### src/rtl/console_ctrl_if.sv
// Byte-stream, clear-engine and VRAM write signals of the text console front end.
// slave is the console side, master is the upstream/testbench side.
interface console_ctrl_if;
    logic       in_valid;
    logic [7:0] in_data;
    logic       in_ready;
    logic       clr_start;
    logic       clr_line_mode;
    logic [4:0] clr_line_indx;
    logic       clr_busy;
    logic       clr_done;
    logic [15:0] waddr;
    logic [7:0] wdata;

    modport slave (
        input  in_valid, in_data, clr_busy, clr_done,
        output in_ready, clr_start, clr_line_mode, clr_line_indx, waddr, wdata
    );

    modport master (
        output in_valid, in_data, clr_busy, clr_done,
        input  in_ready, clr_start, clr_line_mode, clr_line_indx, waddr, wdata
    );
endinterface

### src/rtl/console_ctrl.sv
// Text console front end: decodes ASCII bytes, tracks the cursor, writes VRAM, requests clears.
// Define CONSOLE_AUTOCLR_EN to clear each new line on every row advance.
module console_ctrl #(
    parameter int unsigned COLS = 80,
    parameter int unsigned ROWS = 30
) (
    input  logic                 clk,
    input  logic                 rst,
    console_ctrl_if.slave        bus_io,
    output logic [6:0]           cur_x_o,
    output logic [4:0]           cur_y_o
);

`ifdef CONSOLE_AUTOCLR_EN
    localparam bit AutoClr = 1'b1;
`else
    localparam bit AutoClr = 1'b0;
`endif

    typedef enum logic [0:0] {StIdle, StClrWait} state_e;

    state_e      state_q, state_d;
    logic [6:0]  cur_x_q, cur_x_d;
    logic [4:0]  cur_y_q, cur_y_d;
    logic [15:0] waddr_q, waddr_d;
    logic [7:0]  wdata_q, wdata_d;
    logic        clr_start_q, clr_start_d;
    logic        clr_mode_q, clr_mode_d;
    logic [4:0]  clr_indx_q, clr_indx_d;

    logic       accept;
    logic       row_adv;
    logic [4:0] y_next;
    logic [7:0] data;

    assign bus_io.in_ready      = (state_q == StIdle) && !bus_io.clr_busy;
    assign accept               = bus_io.in_valid && bus_io.in_ready;
    assign data                 = bus_io.in_data;
    assign y_next               = (cur_y_q == 5'(ROWS - 1)) ? 5'd0 : cur_y_q + 5'd1;

    assign bus_io.waddr         = waddr_q;
    assign bus_io.wdata         = wdata_q;
    assign bus_io.clr_start     = clr_start_q;
    assign bus_io.clr_line_mode = clr_mode_q;
    assign bus_io.clr_line_indx = clr_indx_q;
    assign cur_x_o              = cur_x_q;
    assign cur_y_o              = cur_y_q;

    always_comb begin
        state_d     = state_q;
        cur_x_d     = cur_x_q;
        cur_y_d     = cur_y_q;
        waddr_d     = 16'h8000;
        wdata_d     = wdata_q;
        clr_start_d = 1'b0;
        clr_mode_d  = clr_mode_q;
        clr_indx_d  = clr_indx_q;
        row_adv     = 1'b0;

        unique case (state_q)
            StIdle: begin
                if (accept) begin
                    if (data >= 8'h20 && data <= 8'h7E) begin
                        waddr_d = {4'b0000, cur_y_q, cur_x_q};
                        wdata_d = data;
                        if (cur_x_q == 7'(COLS - 1)) begin
                            cur_x_d = 7'd0;
                            row_adv = 1'b1;
                        end else begin
                            cur_x_d = cur_x_q + 7'd1;
                        end
                    end else begin
                        case (data)
                            8'h0A: begin
                                cur_x_d = 7'd0;
                                row_adv = 1'b1;
                            end
                            8'h0D: cur_x_d = 7'd0;
                            8'h08: begin
                                if (cur_x_q != 7'd0) begin
                                    cur_x_d = cur_x_q - 7'd1;
                                    waddr_d = {4'b0000, cur_y_q, cur_x_q - 7'd1};
                                    wdata_d = 8'h20;
                                end
                            end
                            8'h0C: begin
                                cur_x_d     = 7'd0;
                                cur_y_d     = 5'd0;
                                clr_start_d = 1'b1;
                                clr_mode_d  = 1'b0;
                                state_d     = StClrWait;
                            end
                            default: ;
                        endcase
                    end
                end
            end
            StClrWait: begin
                // Exit on done only; busy may already be low before done arrives.
                if (bus_io.clr_done) state_d = StIdle;
            end
            default: state_d = StIdle;
        endcase

        // No scrolling: the cursor wraps to the top row.
        if (row_adv) begin
            cur_y_d = y_next;
            if (AutoClr) begin
                clr_start_d = 1'b1;
                clr_mode_d  = 1'b1;
                clr_indx_d  = y_next;
                state_d     = StClrWait;
            end
        end
    end

    always_ff @(posedge clk or posedge rst) begin
        if (rst) begin
            state_q     <= StIdle;
            cur_x_q     <= 7'd0;
            cur_y_q     <= 5'd0;
            waddr_q     <= 16'h8000;
            wdata_q     <= 8'h20;
            clr_start_q <= 1'b0;
            clr_mode_q  <= 1'b0;
            clr_indx_q  <= 5'd0;
        end else begin
            state_q     <= state_d;
            cur_x_q     <= cur_x_d;
            cur_y_q     <= cur_y_d;
            waddr_q     <= waddr_d;
            wdata_q     <= wdata_d;
            clr_start_q <= clr_start_d;
            clr_mode_q  <= clr_mode_d;
            clr_indx_q  <= clr_indx_d;
        end
    end

endmodule

### src/flat_wrapper.sv
// flat-port wrapper written by rule: the top's interface ports become plain ports
module console_ctrl_flat 
#(
    parameter int unsigned COLS = 80,
    parameter int unsigned ROWS = 30
)
  (clk, rst, cur_x_o, cur_y_o, bus_io_in_valid, bus_io_in_data, bus_io_clr_busy, bus_io_clr_done, bus_io_in_ready, bus_io_clr_start, bus_io_clr_line_mode, bus_io_clr_line_indx, bus_io_waddr, bus_io_wdata);
  console_ctrl_if bus_io_i ();
  input  logic clk;
  input  logic rst;
  output logic [6:0] cur_x_o;
  output logic [4:0] cur_y_o;
  input wire logic [$bits(bus_io_i.in_valid)-1:0] bus_io_in_valid;
  input wire logic [$bits(bus_io_i.in_data)-1:0] bus_io_in_data;
  input wire logic [$bits(bus_io_i.clr_busy)-1:0] bus_io_clr_busy;
  input wire logic [$bits(bus_io_i.clr_done)-1:0] bus_io_clr_done;
  output wire logic [$bits(bus_io_i.in_ready)-1:0] bus_io_in_ready;
  output wire logic [$bits(bus_io_i.clr_start)-1:0] bus_io_clr_start;
  output wire logic [$bits(bus_io_i.clr_line_mode)-1:0] bus_io_clr_line_mode;
  output wire logic [$bits(bus_io_i.clr_line_indx)-1:0] bus_io_clr_line_indx;
  output wire logic [$bits(bus_io_i.waddr)-1:0] bus_io_waddr;
  output wire logic [$bits(bus_io_i.wdata)-1:0] bus_io_wdata;
  assign bus_io_i.in_valid = bus_io_in_valid;
  assign bus_io_i.in_data = bus_io_in_data;
  assign bus_io_i.clr_busy = bus_io_clr_busy;
  assign bus_io_i.clr_done = bus_io_clr_done;
  assign bus_io_in_ready = bus_io_i.in_ready;
  assign bus_io_clr_start = bus_io_i.clr_start;
  assign bus_io_clr_line_mode = bus_io_i.clr_line_mode;
  assign bus_io_clr_line_indx = bus_io_i.clr_line_indx;
  assign bus_io_waddr = bus_io_i.waddr;
  assign bus_io_wdata = bus_io_i.wdata;
  console_ctrl #(.COLS(COLS), .ROWS(ROWS)) u_core (.clk(clk), .rst(rst), .bus_io(bus_io_i), .cur_x_o(cur_x_o), .cur_y_o(cur_y_o));
endmodule
### config.mk
export PLATFORM = sky130hd
export DESIGN_NAME = console_ctrl_flat
export DESIGN_NICKNAME = d
export VERILOG_FILES = /design/src/rtl/console_ctrl_if.sv /design/src/rtl/console_ctrl.sv /design/src/flat_wrapper.sv
export SDC_FILE = /design/constraint.sdc
export NUM_CORES = 1
export LEC_CHECK = 0
export ABC_CLOCK_PERIOD_IN_PS = 2850
export BUFFER_PORTS_ARGS = -buffer_cell sky130_fd_sc_hd__buf_2
export CAP_MARGIN = 30
export CORE_MARGIN = 2
export CORE_UTILIZATION = 44
export DETAILED_ROUTE_END_ITERATION = 16
export PLACE_DENSITY = 0.8
export SYNTH_ARGS = -nofsm -noshare
export SYNTH_HDL_FRONTEND = slang
export SYNTH_SLANG_ARGS = --single-unit
### constraint.sdc
create_clock -name clk -period 2.85 [get_ports clk]
set_input_delay 0.285 -clock clk [delete_from_list [all_inputs] [get_ports clk]]
set_output_delay 0.285 -clock clk [all_outputs]
set_load 0.02 [all_outputs]
Word-level counts from Yosys, hierarchy flattened
Index checks and enable logic that the tools add are counted.
{"block": "word_totals", "output_inout_bits": 44, "ff_bits": 38, "word_cells": 64}
{"block": "classes", "bitwise": 1, "n_addsub": 3, "n_reduce_logical": 14, "order_cmp": 2, "eq_ne": 9, "mux": 29}
{"cell": "$mux 16", "count": 5}
{"cell": "$eq 8x4->1 const B", "count": 4}
{"cell": "$mux 5", "count": 6}
{"cell": "$mux 8", "count": 3}
{"cell": "$mux 7", "count": 3}
{"cell": "$pmux 7 s2", "count": 1}
{"cell": "$reduce_and 4->1", "count": 3}
{"cell": "$mux 1", "count": 10}
{"cell": "$ge 8x6->1 const B", "count": 1}
{"cell": "$le 8x7->1 const B", "count": 1}
{"cell": "$reduce_bool 2->1", "count": 4}
{"cell": "$add 7x1->7 const B", "count": 1}
{"cell": "$eq 7x7->1 const B", "count": 1}
{"cell": "$reduce_bool 7->1", "count": 1}
{"cell": "$sub 7x1->7 const B", "count": 1}
{"cell": "$add 5x1->5 const B", "count": 1}
{"cell": "$eq 5x5->1 const B", "count": 1}
{"cell": "$logic_and 1x1->1", "count": 3}
{"cell": "$ne 3x1->1 const B", "count": 1}
{"cell": "$reduce_bool 3->1", "count": 1}
{"cell": "$reduce_or 3->1", "count": 1}
{"cell": "$ne 2x1->1 const B", "count": 1}
{"cell": "$ne 2x2->1 const B", "count": 1}
{"cell": "$pmux 1 s2", "count": 1}
{"cell": "other kinds (2)", "count": 2}

Longest topological paths before layout
{"block": "depth", "word_depth": 7, "ltp_mapped": 8, "mapped_depth_nobuf": 7}

Worst setup path after synthesis
OpenSTA, ideal clock, no wires.
{"block": "synth_path", "kind": "flip-flop to flip-flop", "startpoint": "register u_core.cur_x_q[0] (netlist: u_core.cur_x_o[0])", "endpoint": "register u_core.cur_x_q[5] (netlist: u_core.cur_x_o[5])", "path_slack_ns": 0.674, "required_ns": 2.711, "setup_ns": 0.139, "stages_incl_launch_ff": 8, "period_less_slack_ns": 2.176, "arrival_ns": 2.037, "cell_sequence": "dfrtp_1 > inv_1 > ha_1 > nor3b_2 > nand4b_1 > a22o_2 > nor4b_1 > or4_1"}
{"block": "synth_via", "elab_chain_len": 4, "elab_cells_between_ends": 10, "classes_between": "add/sub (2); eq/ne (2); mux (4); reduce/logical (2)"}
{"element": "start: declaration", "line": "console_ctrl.sv:23", "source": "logic [6:0] cur_x_q, cur_x_d;"}
{"element": "start signal: assignment", "line": "console_ctrl.sv:129", "source": "cur_x_q <= cur_x_d;"}
{"element": "$sub 7x1->7", "line": "console_ctrl.sv:81", "source": "cur_x_d = cur_x_q - 7'd1;"}
{"element": "$mux 7", "line": "console_ctrl.sv:80", "source": "if (cur_x_q != 7'd0) begin"}
{"element": "$pmux 7 s2", "line": "console_ctrl.sv:73", "source": "case (data)"}
{"element": "$mux 7", "line": "console_ctrl.sv:63", "source": "if (data >= 8'h20 && data <= 8'h7E) begin"}
Several ways; a longest one is shown, not always the timed one. The select of a mux whose other input is x is not followed.
A chain may end at the register's enable or synchronous reset.

Worst setup path after layout
Same ends and word-level chain as after synthesis.

==> impl_metrics.toml <==
[status]
status = "finished, final reports clean"

[clocking]
cts_tree = "done"
cts_hold_buf = 0
cts.sinks = 35
cts_made_buffers = 5
postCtsSetupBuffers = 0
ctsResizeCount = 0
clk_latency_ns = 0.29
clk_path_buf_depth = 2
path_clk_slew_ns = 0.07
clockRootBuffer = "clkbuf_8"
htreeDepth = 2

[final_layout]
nNetsFinal = 266
drive_above_1_share_pct = 28.8
n_antenna_cell = 0
fillers = 401
syn2layout_area_growth_pct = 16.2

[sta]
worst-slew-pin-transition_ns = 0.613
setup_viol = 0
slew_headroom_pct = 59.0
drv_slew = 0
skew_ns = 0.00620
final.period_utilization_pct = 85.4
fmax_ghz = 0.411
layout_min_cycle_time_ns = 2.43
hold_viol_final = 0
tns_ns = 0
grt_setup_unrepaired = "false"

[grt]
grt_antenna_before_repair = 0
grt_pass1_wl_mm = 7.38
grt_max_degree = 36
grt.total_usage_pct = 18.5
grt_overflow = 0
grt_pass1_vias = 1548

[synth]
yosysTopAreaCell = "dfrtp_1"
synth_ff_type = "dfrtp_1"
synth.most_common_cell = "dfrtp_1"
ys_seq_elements = 35
postSynthAreaPerCell_sq_um = 9.87
syn_area_sq_mm = 0.00201
synth_fa_ha_area_share_pct = 2.49
synth_xor_xnor_area_share_pct = 2.61
synth_area_leaders = "dfrtp_1 41%, buf_4 4.1%, nor2_1 4.1%"
yosys.cell_types.count = 61
synth_edf_count = 0
netlist_instances = 204
yosys.area_share.simple_pct = 23.7
synth_warnings = 0
yosysTopAreaCellShare_pct = 41.0
synth_top_family_by_area = "simple AND/OR/NAND/NOR gates"
synthTopCellsByCount = "33 x dfrtp_1, 22 x nor2_1, 16 x nand2_1"
synth_compound_area_share_pct = 17.0
async_flop_share_pct = 100
synthMuxAreaShare_pct = 2.61
yosysSeqAreaShare_pct = 43.6

[worst_setup_path]
required_ns = 3.02
crit_chain = "inv_1, ha_1, nor3b_2, nand4b_1, a22o_2, nor4b_1, or4_1"
cp_slowest_stage_delay_ns = 0.52
crit_path_end_kind = "flop"
critPathLaunchType = "flop"
crit_slowest_cell = "or4_1"
worstPathArrival_ns = 2.60
path_class = "flop to flop"
crit_fanout = 14

[floorplan]
die_area_sq_mm = 0.00513
fp-row-count = 24
core_area_sq_mm = 0.00438
pin_count = 57
fp.dieW_microns = 71.6
start_util_pct = 45.9
die_h_microns = 71.6

[pwr]
power_density_mw_per_mm2 = 635
p_total_mw = 1.48
p_leak_nw = 1.13
vdd_drop_max_uv = 271

[min_path]
hold_class = "input port to async pin"

[routing]
firstDrtPassIters = 4
drt_iter0_markers = 124
drc = 0
ant_nets = 0
routed_wl_mm = 4.37
post_drt_wl_per_cell_microns = 14.5
vias = 1671
avgViaCountPerCell = 5.53

[placement]
place_hpwl_mm = 3.10
port-buffer-count = 47
gp_congestion = 0.894

[job]
maxCapViolCount = 0
cells in the final DEF, fill, tap and decap left out, types with 5 or more instances in the layout:
master    instances
clkbuf_8          7
nor2b_1           6
dfrtp_1          33
a21oi_1           5
buf_2            47
a22o_1            5
nor2_1           22
nand2_1          16
nand2b_1          6
o21ai_1           7
conb_1            9
inv_1             8
registers in the layout (all words and copies together), names as in the netlist:
name	cells
u_core.cur_x_o	7
u_core.cur_y_o	5
u_core.state_q	1
u_core.bus_io.waddr	13
u_core.bus_io.clr_start	1
u_core.bus_io.wdata	8
routing by layer:
metal,global-route usage [%],vias up,wire (microns)
li1,-,797,-
met1,25.6,801,2010
met2,26.4,57,1970
met3,4.64,16,242
met4,10.5,0,153
met5,0,-,0
path summary, 6_finish.rpt:
| kind | from | end | slack (ns) | cells past startpoint |
|---|---|---|---|---|
| worst max-delay path | u_core.cur_x_o[0] | u_core.cur_x_o[5] | 0.42 | 7 |
| worst min-delay path | rst | u_core.cur_x_o[3] | 0.08 | 3 |
| worst max register to register | u_core.cur_x_o[0] | u_core.cur_x_o[5] | 0.42 | 7 |
| worst min register to register | u_core.bus_io.wdata[5] | u_core.bus_io.wdata[5] | 0.47 | 2 |
| max in group asynchronous | rst | u_core.bus_io.wdata[5] | 2.43 | 3 |
| min in group clk | bus_io_clr_done | u_core.state_q | 0.18 | 2 |
cell families after synthesis:
logic type | Yosys count
compound gates | 42
xor+xnor | 6
flops | 35
other cells | 1
mux | 5
buf+inv | 27
fa+ha+maj | 4
simple gates | 84
worst max-delay path: cells and delay by family (launching register included):
family                   cells  cell delay [ns]
flip-flops                   1             0.44
adder cells (fa/ha/maj)      1             0.21
AO/OA/AOI/OAI                1             0.34
buffers and inverters        1             0.12
AND/OR/NAND/NOR              4             1.19
power breakdown:
group / total (mW) / internal (mW) / switching [mW] / leakage, nW
logic: 0.447 / 0.181 / 0.266 / 0.617
clock network: 0.395 / 0.220 / 0.174 / 0.0515
registers: 0.642 / 0.557 / 0.0847 / 0.457
total: 1.48 / 0.959 / 0.525 / 1.13
stage by stage:
step	hold slack, ns	std cells	setup slack [ns]	util, %	area (sq um)
floorplan	0.384	212	0.674	-	2040
global placement	0.396	294	0.578	51.1	2240
detailed placement	0.409	294	0.479	51.1	2240
CTS	0.0869	302	0.450	53.3	2340
global route	0.139	302	0.280	53.3	2340
finish	0.0770	302	0.417	53.3	2340
final cells by class:
class	instances	area [sq um]	area share, %
sequential	35	878	37.6
timing repair buffer	49	250	10.7
clock buffer	8	100	4.28
inverter	8	30.0	1.28
tap	52	65.1	2.78
multi-input combinational	150	1010	43.4
(Power assumes the default switching activity.)
